<file path="config.mk">
export PLATFORM = sky130hd
export DESIGN_NAME = uart_prog_loader_flat
export DESIGN_NICKNAME = d
export VERILOG_FILES = /design/src/rtl/uart_prog_loader_if.sv /design/src/rtl/uart_prog_loader.sv /design/src/flat_wrapper.sv
export SDC_FILE = /design/constraint.sdc
export NUM_CORES = 1
export LEC_CHECK = 0
export ABC_CLOCK_PERIOD_IN_PS = 3290
export CORE_ASPECT_RATIO = 1.2
export CORE_MARGIN = 5
export CORE_UTILIZATION = 55
export DETAILED_ROUTE_END_ITERATION = 10
export PLACE_DENSITY = 0.75
export SYNTH_ARGS = -nofsm -noshare
export SYNTH_HDL_FRONTEND = slang
export SYNTH_SLANG_ARGS = --single-unit
</file>
<file path="constraint.sdc">
create_clock -name clock -period 3.29 [get_ports clock]
set_input_delay 0.4935 -clock clock [delete_from_list [all_inputs] [get_ports clock]]
set_output_delay 0.4935 -clock clock [all_outputs]
set_load 0.01 [all_outputs]
</file>
<file path="src/rtl/uart_prog_loader_if.sv">
// Programming-port bundle driven by the UART boot loader
// toward the instruction ROM / data memory write ports.
interface uart_prog_loader_if;
  logic        upg_wen_o;
  logic [14:0] upg_adr_o;
  logic [31:0] upg_dat_o;
  logic        upg_done_o;
  logic        upg_err_o;

  modport master (
    output upg_wen_o, upg_adr_o, upg_dat_o,
    output upg_done_o, upg_err_o
  );
  modport slave (
    input upg_wen_o, upg_adr_o, upg_dat_o,
    input upg_done_o, upg_err_o
  );
endinterface

</file>
<file path="src/rtl/uart_prog_loader.sv">
// UART 8N1 boot loader framing bytes into 32-bit program/data words.
// Define UART_PROG_LOADER_CHECKSUM_EN to require a trailing XOR check byte.
module uart_prog_loader #(
  parameter int CLK_FREQ_HZ = 10_000_000,
  parameter int BAUD        = 128_000
) (
  input  logic               clock,
  input  logic               rst,
  input  logic               upg_rst_i,
  input  logic               rx,
  output logic               tx,
  uart_prog_loader_if.master upg
);
  localparam int DIV = CLK_FREQ_HZ / BAUD;
  localparam int CW  = $clog2(10 * DIV + 1);
  localparam logic [CW-1:0] DIV_M1  = CW'(DIV - 1);
  localparam logic [CW-1:0] HALF_M1 = CW'(DIV / 2 - 1);
  localparam logic [CW-1:0] IDLE_M1 = CW'(10 * DIV - 1);
  localparam logic [15:0] N_MAX  = 16'd16384;
  localparam logic [7:0]  ST_OK  = 8'h4F;
  localparam logic [7:0]  ST_ERR = 8'h45;

  localparam logic [2:0] RX_WAIT  = 3'd0;
  localparam logic [2:0] RX_IDLE  = 3'd1;
  localparam logic [2:0] RX_START = 3'd2;
  localparam logic [2:0] RX_DATA  = 3'd3;
  localparam logic [2:0] RX_STOP  = 3'd4;

  localparam logic [2:0] P_IDLE = 3'd0;
  localparam logic [2:0] P_REG  = 3'd1;
  localparam logic [2:0] P_CLO  = 3'd2;
  localparam logic [2:0] P_CHI  = 3'd3;
  localparam logic [2:0] P_DATA = 3'd4;
  localparam logic [2:0] P_ACK  = 3'd5;
  localparam logic [2:0] P_DONE = 3'd6;
`ifdef UART_PROG_LOADER_CHECKSUM_EN
  localparam logic [2:0] P_CHK  = 3'd7;
`endif

  logic          rx_s1_q, rx_s2_q, rx_s3_q;
  logic [2:0]    rx_st_q, rx_st_d;
  logic [CW-1:0] rx_cnt_q, rx_cnt_d;
  logic [2:0]    rx_bit_q, rx_bit_d;
  logic [7:0]    rx_sh_q, rx_sh_d;
  logic          vld_q, vld_d;
  logic          ferr_q, ferr_d;

  // rx_s3_q is the previous synced level, used for falling-edge detect
  always_ff @(posedge clock or negedge rst) begin
    if (!rst) begin
      rx_s1_q  <= 1'b1;
      rx_s2_q  <= 1'b1;
      rx_s3_q  <= 1'b1;
      rx_st_q  <= RX_WAIT;
      rx_cnt_q <= '0;
      rx_bit_q <= '0;
      rx_sh_q  <= '0;
      vld_q    <= 1'b0;
      ferr_q   <= 1'b0;
    end else begin
      rx_s1_q  <= rx;
      rx_s2_q  <= rx_s1_q;
      rx_s3_q  <= rx_s2_q;
      rx_st_q  <= rx_st_d;
      rx_cnt_q <= rx_cnt_d;
      rx_bit_q <= rx_bit_d;
      rx_sh_q  <= rx_sh_d;
      vld_q    <= vld_d;
      ferr_q   <= ferr_d;
    end
  end

  always_comb begin
    rx_st_d  = rx_st_q;
    rx_cnt_d = rx_cnt_q + 1'b1;
    rx_bit_d = rx_bit_q;
    rx_sh_d  = rx_sh_q;
    vld_d    = 1'b0;
    ferr_d   = 1'b0;
    if (upg_rst_i) begin
      rx_st_d  = RX_WAIT;
      rx_cnt_d = '0;
    end else begin
      unique case (rx_st_q)
        RX_WAIT: begin
          if (!rx_s2_q) rx_cnt_d = '0;
          else if (rx_cnt_q == IDLE_M1) rx_st_d = RX_IDLE;
        end
        RX_IDLE: begin
          rx_cnt_d = '0;
          if (!rx_s2_q && rx_s3_q) rx_st_d = RX_START;
        end
        RX_START: begin
          if (rx_cnt_q == HALF_M1) begin
            rx_cnt_d = '0;
            rx_bit_d = '0;
            rx_st_d  = rx_s2_q ? RX_IDLE : RX_DATA;
          end
        end
        RX_DATA: begin
          if (rx_cnt_q == DIV_M1) begin
            rx_cnt_d = '0;
            rx_sh_d  = {rx_s2_q, rx_sh_q[7:1]};
            rx_bit_d = rx_bit_q + 3'd1;
            if (rx_bit_q == 3'd7) rx_st_d = RX_STOP;
          end
        end
        RX_STOP: begin
          if (rx_cnt_q == DIV_M1) begin
            rx_st_d = RX_IDLE;
            vld_d   = rx_s2_q;
            ferr_d  = !rx_s2_q;
          end
        end
        default: rx_st_d = RX_WAIT;
      endcase
    end
  end

  logic [2:0]    st_q, st_d;
  logic          region_q, region_d;
  logic [15:0]   n_q, n_d;
  logic [15:0]   wcnt_q, wcnt_d;
  logic [1:0]    bidx_q, bidx_d;
  logic [23:0]   acc_q, acc_d;
  logic          wen_q, wen_d;
  logic [14:0]   adr_q, adr_d;
  logic [31:0]   dat_q, dat_d;
  logic          done_q, done_d;
  logic          err_q, err_d;
  logic [CW-1:0] tx_cnt_q, tx_cnt_d;
  logic [3:0]    tx_bit_q, tx_bit_d;
  logic          tx_q, tx_d;
  logic [7:0]    chk_q, chk_d;
  logic          to_ack, set_err, rcv;
  logic [15:0]   n_rx, frame;

  assign n_rx = {rx_sh_q, n_q[7:0]};
  assign rcv  = !(st_q inside {P_IDLE, P_ACK, P_DONE});

  always_ff @(posedge clock or negedge rst) begin
    if (!rst) begin
      st_q     <= P_IDLE;
      region_q <= 1'b0;
      n_q      <= '0;
      wcnt_q   <= '0;
      bidx_q   <= '0;
      acc_q    <= '0;
      wen_q    <= 1'b0;
      adr_q    <= '0;
      dat_q    <= '0;
      done_q   <= 1'b0;
      err_q    <= 1'b0;
      tx_cnt_q <= '0;
      tx_bit_q <= '0;
      tx_q     <= 1'b1;
      chk_q    <= '0;
    end else begin
      st_q     <= st_d;
      region_q <= region_d;
      n_q      <= n_d;
      wcnt_q   <= wcnt_d;
      bidx_q   <= bidx_d;
      acc_q    <= acc_d;
      wen_q    <= wen_d;
      adr_q    <= adr_d;
      dat_q    <= dat_d;
      done_q   <= done_d;
      err_q    <= err_d;
      tx_cnt_q <= tx_cnt_d;
      tx_bit_q <= tx_bit_d;
      tx_q     <= tx_d;
      chk_q    <= chk_d;
    end
  end

  always_comb begin
    st_d     = st_q;
    region_d = region_q;
    n_d      = n_q;
    wcnt_d   = wcnt_q;
    bidx_d   = bidx_q;
    acc_d    = acc_q;
    wen_d    = 1'b0;
    adr_d    = adr_q;
    dat_d    = dat_q;
    done_d   = done_q;
    err_d    = err_q;
    tx_cnt_d = tx_cnt_q;
    tx_bit_d = tx_bit_q;
    chk_d    = chk_q;
    to_ack   = 1'b0;
    set_err  = 1'b0;
    if (upg_rst_i) begin
      st_d   = P_IDLE;
      wcnt_d = '0;
      bidx_d = '0;
      done_d = 1'b0;
      err_d  = 1'b0;
      chk_d  = '0;
    end else begin
      unique case (st_q)
        P_IDLE: st_d = P_REG;
        P_REG: begin
          if (vld_q) begin
            region_d = rx_sh_q[0];
            st_d     = P_CLO;
          end
        end
        P_CLO: begin
          if (vld_q) begin
            n_d[7:0] = rx_sh_q;
            st_d     = P_CHI;
          end
        end
        P_CHI: begin
          if (vld_q) begin
            n_d = n_rx;
            if (n_rx == 16'd0) begin
              to_ack = 1'b1;
            end else if (n_rx > N_MAX) begin
              set_err = 1'b1;
              to_ack  = 1'b1;
            end else begin
              st_d = P_DATA;
            end
          end
        end
        P_DATA: begin
          if (vld_q) begin
            bidx_d = bidx_q + 2'd1;
            acc_d  = {rx_sh_q, acc_q[23:8]};
            chk_d  = chk_q ^ rx_sh_q;
            if (bidx_q == 2'd3) begin
              wen_d  = 1'b1;
              dat_d  = {rx_sh_q, acc_q};
              adr_d  = {region_q, wcnt_q[13:0]};
              wcnt_d = wcnt_q + 16'd1;
              if (wcnt_d == n_q) begin
`ifdef UART_PROG_LOADER_CHECKSUM_EN
                st_d = P_CHK;
`else
                to_ack = 1'b1;
`endif
              end
            end
          end
        end
`ifdef UART_PROG_LOADER_CHECKSUM_EN
        P_CHK: begin
          if (vld_q) begin
            set_err = (rx_sh_q != chk_q);
            to_ack  = 1'b1;
          end
        end
`endif
        P_ACK: begin
          tx_cnt_d = tx_cnt_q + 1'b1;
          if (tx_cnt_q == DIV_M1) begin
            tx_cnt_d = '0;
            tx_bit_d = tx_bit_q + 4'd1;
            if (tx_bit_q == 4'd9) begin
              st_d   = P_DONE;
              done_d = !err_q;
            end
          end
        end
        P_DONE: st_d = P_DONE;
        default: st_d = P_IDLE;
      endcase
      if (ferr_q && rcv) begin
        set_err = 1'b1;
        to_ack  = 1'b1;
      end
      if (set_err) err_d = 1'b1;
      if (to_ack) begin
        st_d     = P_ACK;
        tx_cnt_d = '0;
        tx_bit_d = '0;
      end
    end
  end

  // status frame: start bit, status LSB-first, stop bit, padded high
  assign frame = {6'h3F, 1'b1, err_d ? ST_ERR : ST_OK, 1'b0};
  assign tx_d  = (st_d == P_ACK) ? frame[tx_bit_d] : 1'b1;

  assign tx             = tx_q;
  assign upg.upg_wen_o  = wen_q;
  assign upg.upg_adr_o  = adr_q;
  assign upg.upg_dat_o  = dat_q;
  assign upg.upg_done_o = done_q;
  assign upg.upg_err_o  = err_q;
endmodule

</file>
<file path="src/flat_wrapper.sv">
// flat-port wrapper written by rule: the top's interface ports become plain ports
module uart_prog_loader_flat 
#(
  parameter int CLK_FREQ_HZ = 10_000_000,
  parameter int BAUD        = 128_000
)
  (clock, rst, upg_rst_i, rx, tx, upg_upg_wen_o, upg_upg_adr_o, upg_upg_dat_o, upg_upg_done_o, upg_upg_err_o);
  uart_prog_loader_if upg_i ();
  input  logic clock;
  input  logic rst;
  input  logic upg_rst_i;
  input  logic rx;
  output logic tx;
  output wire logic [$bits(upg_i.upg_wen_o)-1:0] upg_upg_wen_o;
  output wire logic [$bits(upg_i.upg_adr_o)-1:0] upg_upg_adr_o;
  output wire logic [$bits(upg_i.upg_dat_o)-1:0] upg_upg_dat_o;
  output wire logic [$bits(upg_i.upg_done_o)-1:0] upg_upg_done_o;
  output wire logic [$bits(upg_i.upg_err_o)-1:0] upg_upg_err_o;
  assign upg_upg_wen_o = upg_i.upg_wen_o;
  assign upg_upg_adr_o = upg_i.upg_adr_o;
  assign upg_upg_dat_o = upg_i.upg_dat_o;
  assign upg_upg_done_o = upg_i.upg_done_o;
  assign upg_upg_err_o = upg_i.upg_err_o;
  uart_prog_loader #(.CLK_FREQ_HZ(CLK_FREQ_HZ), .BAUD(BAUD)) u_core (.clock(clock), .rst(rst), .upg_rst_i(upg_rst_i), .rx(rx), .tx(tx), .upg(upg_i));
endmodule
</file>
==> results.txt <==
largest net degree at the start of global routing = 79
layout cell share with drive strength beyond 1 = 22.0%
clock transition at the registers of the reported paths = 0.06 ns
post-synthesis sequential area ratio = 52.9%
cells after synthesis = 642
Critical Path RT = 3.57 ns
switching power of the nets = 928 uW
CP Launch Type = flop
Seq pwr share = 49.2%
antenna cells = 0
Inserted Clock Buffers = 17
Tmin final = 2.91 ns
# DRC = 0
Max Slew Vio Count = 0
setup ws final = 0.379 ns
hold-fix buffers at CTS = 0
gr ovfl total = 0
WL per Instance = 16.7 um
Fmax = 0.343 GHz
switch share = 23.3%
most common cell after layout, fill and taps aside = dfrtp_1
Slew @ Worst Pin = 0.729 ns
total leakage power = 0.00401 uW
worst vdd ir = 308 uV
H-tree depth = 4
mean number of vias per cell = 5.72
die width = 116 um
logic gate share of total power = 3.3%
Post-Syn Nets = 657
DR iter-0 viols = 339
Setup Fix Bufs, Post-CTS = 0
Final TNS setup = 0 ns
GRT Resource Usage Total = 19.9%
Slew HR = 51.4%
clock sinks = 156
antenna violations before repair = 0
clock buffer depth = 2
fillers = 998
NumNets Final = 712
die area = 15900 um2
Detail Placement HPWL = 9820 um
Final Hold Viols = 0
Arr. time, crit path = 3.19 ns
CTS root buf = clkbuf_16
CTS tree = yes
PwrDens = 458 nW/um2
crit path kind = reg -> reg
Main synth FF type = dfrtp_1
RSZ-0062 raised after global routing = false
post-synthesis register bit count = 156
Syn Area/Cell = 11.5 um2
Antenna Nets Post-Route = 0
pre-CTS WS = 0.414 ns
Post-Route WL = 14700 um
port bufs = 54
first-pass GRT wire length = 25400 um
FFs w/ async S/R, synth = 100%
via count = 5023
row cnt = 46
sequential cell area = 3910 um2
cell internal pwr = 3060 uW
critical path endpoint category = flop
core area = 13200 um2
Clock power frac = 47.5%
YS warnings = 0
HP Class = in -> async
CTS resizes = 0
critical path peak fanout = 10
most frequent cells in the layout = dfrtp_1, mux2_2, nor2_1, clkdlybuf4s50_1, nand2_1
RePlAce Congestion = 0.844
I/O pin count = 55
vias in the first global route = 5134
Layout area overhead = 17.8%
Distinct cells, synth = 65
Tcrit/Tclk final = 88.5%
multi-input logic area = 3310 um2
Clock Latency Late Sink = 0.42 ns
Final Skew = 0.0119 ns
max cap viols = 0
Initial Util = 56.1%
Die H = 137 um
DR pass1 iterations = 6
Post-synth EDFFs = 0
Synth Cell Area = 7390 um2
outcome = finished clean
Final Setup Violations = 0
-- synth_stat cells (4+ instances only) --
cell	n	area (um2)
ha_1	11	138
nor4_1	6	37.5
a21oi_1	22	110
xnor2_1	22	193
nor4bb_1	5	50.1
o211ai_1	5	37.5
nand4_1	12	75.1
nand3b_1	6	45.0
clkbuf_1	16	60.1
nor3_1	10	50.1
nand2_1	37	139
a31oi_1	8	50.1
nand2b_1	5	31.3
and4_1	4	35.0
and2_1	6	37.5
o21ai_0	18	90.1
nand3_1	20	100
nor2_1	59	221
and3_1	9	56.3
xor2_1	29	254
dfstp_2	4	105
dfrtp_1	152	3800
inv_1	15	56.3
buf_1	4	15.0
buf_2	8	40.0
mux2_2	95	1070
-- worst max-delay path, cell delays in order, from the launching register on --
cell,delay [ns]
dfrtp_1,0.49
ha_1,0.32
nand4_2,0.25
nor4_2,0.29
xnor2_1,0.16
nand4_1,0.15
a2111oi_4,0.53
nor2_4,0.13
o21ai_4,0.29
a31oi_1,0.14
-- area by class of cell --
type | instances | area share [%]
Sequential cell | 156 | 44.9
Multi-Input combinational cell | 442 | 38.0
Timing Repair Buffer | 64 | 7.37
Clock buffer | 19 | 5.09
Tap cell | 168 | 2.41
Clock inverter | 13 | 1.52
Inverter | 16 | 0.690
-- registers in the layout (all words and copies together), names as in the netlist, 4 cells and up --
| signal | count |
|---|---|
| u_core.upg.upg_dat_o | 32 |
| u_core.acc_q | 24 |
| u_core.n_q | 16 |
| u_core.wcnt_q | 16 |
| u_core.upg.upg_adr_o | 15 |
| u_core.rx_cnt_q | 10 |
| u_core.tx_cnt_q | 10 |
| u_core.rx_sh_q | 8 |
| u_core.tx_bit_q | 4 |
-- stage by stage --
stage	util (%)	instances	cell area, um2	hold WS [ns]	power, uW
after global routing	66.0	878	8700	0.167	4140
final	66.0	878	8700	0.122	3990
after floorplan	-	642	7390	0.198	2060
after CTS	66.0	878	8700	0.142	4020
after global placement	61.7	846	8130	0.348	2120
after detailed placement	61.7	846	8130	0.350	2130
-- per-layer routing --
| layer | part of all wire [%] | wire length (um) | global-route usage, % |
|---|---|---|---|
| met5 | 0 | 0 | 0 |
| met4 | 1.8 | 264 | 6.77 |
| met3 | 4.3 | 637 | 4.78 |
| met2 | 49 | 7190 | 32.0 |
| met1 | 45 | 6590 | 26.5 |
-- final timing paths --
kind	from	to	slack, ns	cells after the start
setup / recovery	u_core.wcnt_q[0]	u_core.tx_cnt_q[3]	0.38	9
hold / removal	rst	u_core.rx_cnt_q[6]	0.12	1
setup reg to reg	u_core.wcnt_q[0]	u_core.tx_cnt_q[3]	0.38	9
hold reg to reg	u_core.rx_s1_q	u_core.rx_s2_q	0.36	0
max in group asynchronous	rst	u_core.wcnt_q[12]	2.30	2
min in group clock	u_core.rx_s1_q	u_core.rx_s2_q	0.36	0
-- power by group through the flow --
stage / clock network [uW] / logic [uW] / registers [uW]
floorplan: 0 / 75.0 / 1990
global placement: 0 / 126 / 2000
detailed placement: 0 / 131 / 2000
CTS: 1930 / 133 / 1960
global route: 2020 / 150 / 1970
finish: 1900 / 131 / 1960
-- cell families (layout without fill, tap and decap cells) --
family                     count (synthesis)  count (layout)  synth area share [%]
AOI/OAI and AO/OA                         80              80                  7.15
buffers and inverters                     44             112                  2.37
xor gates and xnor gates                  51              51                  6.04
and+or+nand+nor                          203             203                  14.9
adders and majority gates                 11              11                  1.86
DFF                                      156             156                  52.9
muxes                                     97              97                  14.7
(Power assumes the default switching activity.)
==> edit 1, RTL diff (config.mk and constraints unchanged) <==
Take the reset off `n_q`, `adr_q` and `dat_q` and load them in a clocked block of their own.
--- a/src/rtl/uart_prog_loader.sv
+++ b/src/rtl/uart_prog_loader.sv
@@ -144,3 +144,2 @@
       region_q <= 1'b0;
-      n_q      <= '0;
       wcnt_q   <= '0;
@@ -149,4 +148,2 @@
       wen_q    <= 1'b0;
-      adr_q    <= '0;
-      dat_q    <= '0;
       done_q   <= 1'b0;
@@ -160,3 +157,2 @@
       region_q <= region_d;
-      n_q      <= n_d;
       wcnt_q   <= wcnt_d;
@@ -165,4 +161,2 @@
       wen_q    <= wen_d;
-      adr_q    <= adr_d;
-      dat_q    <= dat_d;
       done_q   <= done_d;
@@ -174,2 +168,8 @@
     end
+  end
+
+  always_ff @(posedge clock) begin
+    n_q   <= n_d;
+    adr_q <= adr_d;
+    dat_q <= dat_d;
   end
Formal check against the unedited RTL: same outputs for any inputs over 10 cycles, from zero or initial values and one cycle with rst low; that may be too few to reach the edited logic, so the function may still have changed.
==> edit 1 against the original RTL <==
Routed wire length shrank 7.6%; total power grew 0.67%; sequential cell count is the same; synthesized area shrank 4.9%; setup slack lost 100 ps; critical path depth grew 1; cell area shrank 4.2%.
==> edit 1: results (changes against the original RTL) <==
Hold Slack=132 ps (+10.0 ps); library cells used by synthesis=64 (-1.5%); final instance area=8340 sq um (-4.2%); GRT met2 Usage=33.1% (+1.1 points); Slew @ Worst Pin=1050 ps (+323 ps); largest net degree at the start of global routing=56 (-29%); total vias in the final route=4712 (-6.2%); CP top delay family=simple AND/OR/NAND/NOR gates; Routed met2 length=7150 um (-0.49%); met3 wire len=552 um (-13%); DP Worst Slack=207 ps (-207 ps); status=finished clean; share of layout cells above drive strength 1=13.6% (-8.4 points); syn avg cell area=11.8 sq um (+2.7%); most frequent cells after synthesis=dfrtp_1, edfxtp_1, nand2_1, nor2_1, mux2_2; reg2reg path depth=10 (+1); final worst slack=274 ps (-104 ps); Layout Nets=664 (-6.7%); DP Cell Count=794 (-6.1%); Final Critical Period=3020 ps (+104 ps); first-pass GRT wire length=23200 um (-8.7%); Leakage=3.36 nW (-16%); Placement Cell Area=7740 sq um (-4.8%); total power draw=4.02 mW (+0.67%); Synth area leaders=dfrtp_1, edfxtp_1, mux2_2; adder-cell area share of the yosys netlist=1.96% (+0.097 points); compound-gate portion of the synthesized area=7.20% (+0.051 points); DRT Pass-1 Iters=4 (-2); Async SR Flop Fraction=59.6% (-40 points); number of DRC markers in iteration 0=300 (-12%); CP max stage delay=480 ps (-50 ps); met3 Resource Use GR=4.38% (-0.40 points); metal1 wirelength=5530 um (-16%); post-synthesis mux area share=5.34% (-9.4 points); fill count=922 (-7.6%); CP arrival=3320 ps (+130 ps); slowest stage cell, crit path=dfrtp_1; DP HPWL=9330 um (-5.0%); RD Place Congestion=0.978 (+16%); Syn Nets=609 (-7.3%); Synth Area in XOR/XNOR=5.86% (-0.18 points); met1 Resource Use GR=23.5% (-3.0 points); skew final=5.98 ps (-5.92 ps)
-- edit 1: changes by cell type in the layout (fill, tap and decap cells not counted), sizes merged, moves of 6 or more --
| cell | before | now |
|---|---|---|
| mux2 | 95 | 28 |
| xor2 | 29 | 22 |
| a21oi | 22 | 15 |
| a22o | 0 | 6 |
| o21ai | 22 | 15 |
| a21o | 1 | 7 |
| dfrtp | 152 | 89 |
| nand2 | 37 | 62 |
| edfxtp | 0 | 63 |
-- edit 1: power breakdown --
part | internal (mW) | leakage [nW] | switching, mW
logic | 0.0207 | 1.27 | 0.0477
registers | 2.02 | 1.80 | 0.0112
clock network | 1.08 | 0.285 | 0.839
-- edit 1: final cells by class --
| cell class | instances | area share, % |
|---|---|---|
| clock buffers | 18 | 5.15 |
| inverters | 12 | 0.540 |
| multi-input cells | 397 | 31.7 |
| well taps | 164 | 2.46 |
| repair buffers | 65 | 7.59 |
| clock inverters | 14 | 1.91 |
| flip-flops and latches | 156 | 50.7 |
==> edit 2, RTL diff (same flow settings) <==
Made on the original files. `BAUD` is set to 128_000 in 2 places; all go to 512_000.
--- a/src/rtl/uart_prog_loader.sv
+++ b/src/rtl/uart_prog_loader.sv
@@ -4,3 +4,3 @@
   parameter int CLK_FREQ_HZ = 10_000_000,
-  parameter int BAUD        = 128_000
+  parameter int BAUD        = 512_000
 ) (
--- a/src/flat_wrapper.sv
+++ b/src/flat_wrapper.sv
@@ -4,3 +4,3 @@
   parameter int CLK_FREQ_HZ = 10_000_000,
-  parameter int BAUD        = 128_000
+  parameter int BAUD        = 512_000
 )
Formal check against the unedited RTL: no difference found for any inputs over 10 cycles, from zero or initial values and one cycle with rst low; that may be too few to reach the edited logic, so the function may still have changed.
==> edit 2 against the original RTL <==
Routed wire length is 3.6% lower; setup slack worse by 36 ps; sequential share of layout area is 0.36 points lower; sequential cell count is 4 lower; core utilization is 1.2 points lower; total power is 1.3% higher; cell area is 1.8% lower; synthesized cell count is 1.2% lower; synthesized area is 0.56% lower; critical path type unchanged.
==> edit 2: results (changes against the original RTL) <==
area of the multi-input gates=3240 sq um (-2.1%); Worst-Skew Late Latency=420 ps (about the same); Layout Nets=691 (-2.9%); Non-clock buffer share=7.16% (-0.22 points); slowest stage cell, crit path=dfrtp_1; Ys Warns=0 (unchanged); largest net degree at the start of global routing=64 (-19%); fill count=974 (-2.4%); Multi-In Gates=430 (-2.7%); Syn Nets=650 (-1.1%); Placement Cell Area=7920 sq um (-2.6%); max reg flops=32 (unchanged); WL final=14100 um (-3.6%); n_diodes=0 (unchanged); Worst Hold Class=in2async; Repair and plain buffers=60 (-6.3%); critical-path maximum fanout=11 (+1); switch share=25.0% (+1.7 points); status=finished clean; first-pass GRT wire length=24000 um (-5.4%); GRT Util Overall=18.9% (-0.98 points); library cells used by synthesis=69 (+6.2%); FF+latch area=3810 sq um (-2.6%); reg2reg path depth=9 (unchanged); RD Place Congestion=0.839 (-0.64%); clkbuf count=17 (-2); Power Sequential=1.91 mW (-3%); most frequent cells after synthesis=dfrtp_1, mux2_2, nor2_1, nand2_1, a21oi_1; share of layout cells above drive strength 1=22.5% (+0.56 points); initial antenna violation count=0 (unchanged); skew final=10.8 ps (-1.08 ps); maximum VDD drop=0.000286 V (-7.0%); Synth area leaders=dfrtp_1, mux2_2, xnor2_1; Worst setup SP type=flip-flop; vias per inst=5.74 (+0.34%); DP HPWL=9630 um (-2.0%); vias in the first global route=4925 (-4.1%); number of DRC markers in iteration 0=285 (-16%); seq_cells=152 (-2.6%); Non-Clock Inverter Count=14 (-2); RR Startpoint=u_core.wcnt_q[0]; CP Capture Point=u_core.tx_cnt_q[5]; sequential share of the synthesized area=51.8% (-1.1 points); Clock buf/inv share=7.35% (+0.73 points); # resized after CTS=0 (unchanged); R2R setup slack=340 ps (-40 ps); Async SR Flop Fraction=100% (unchanged); DRT Pass-1 Iters=4 (-2); core box area=13200 sq um (unchanged); multi-input gate share of the layout cell area=37.9% (-0.13 points); H-tree Lvls=4 (unchanged); CP arrival=3290 ps (+100 ps); Slew @ Worst Pin=690 ps (-39.2 ps); Leakage=3.94 nW (-1.8%)
==> edit 2: worst reg2reg max path: cells and delay by family, from the launching register on <==
| family | cells | cell delay [ps] |
|---|---|---|
| muxes | 2 | 510 |
| adders and majority gates | 1 | 320 |
| DFF | 1 | 520 |
| AOI/OAI and AO/OA | 4 | 790 |
| and+or+nand+nor | 2 | 740 |
==> edit 2: worst min-delay path by stage <==
stage	endpoint	slack, ps	depth (start not counted)
2_1_floorplan	u_core.acc_q[0]	200	0
3_3_place_gp	u_core.rx_s2_q	350	0
3_5_place_dp	u_core.rx_s2_q	350	0
4_1_cts	u_core.tx_cnt_q[0]	50	1
5_1_grt	u_core.tx_cnt_q[1]	70	1
6_report	u_core.tx_cnt_q[0]	30	1
==> edit 2: logic make-up (layout without fill, tap and decap cells) <==
group / Yosys count / count (layout) / synth area share (%)
and+or+nand+nor: 189 / 189 / 13.5
DFF: 152 / 152 / 51.8
muxes: 102 / 102 / 15.5
AOI/OAI and AO/OA: 84 / 84 / 7.88
buffers and inverters: 52 / 106 / 4.14
xor gates and xnor gates: 43 / 43 / 5.13
adders and majority gates: 12 / 12 / 2.04
==> edit 2: layer usage <==
layer	part of all wire [%]	global-route usage, %	up-vias
met5	0	0	-
met2	53	32.2	78
met4	1.8	6.85	0
li1	-	-	2346
met3	3.0	3.67	22
met1	43	24.0	2468
==> edit 2: metrics by stage <==
stage | setup slack [ps] | hold slack [ps] | total power, mW | cells
floorplan | 789 | 198 | 2.02 | 634
global placement | 477 | 349 | 2.08 | 824
detailed placement | 368 | 348 | 2.09 | 824
CTS | 326 | 48.7 | 4.08 | 856
global route | 19.3 | 72.3 | 4.20 | 856
finish | 343 | 31.3 | 4.04 | 856
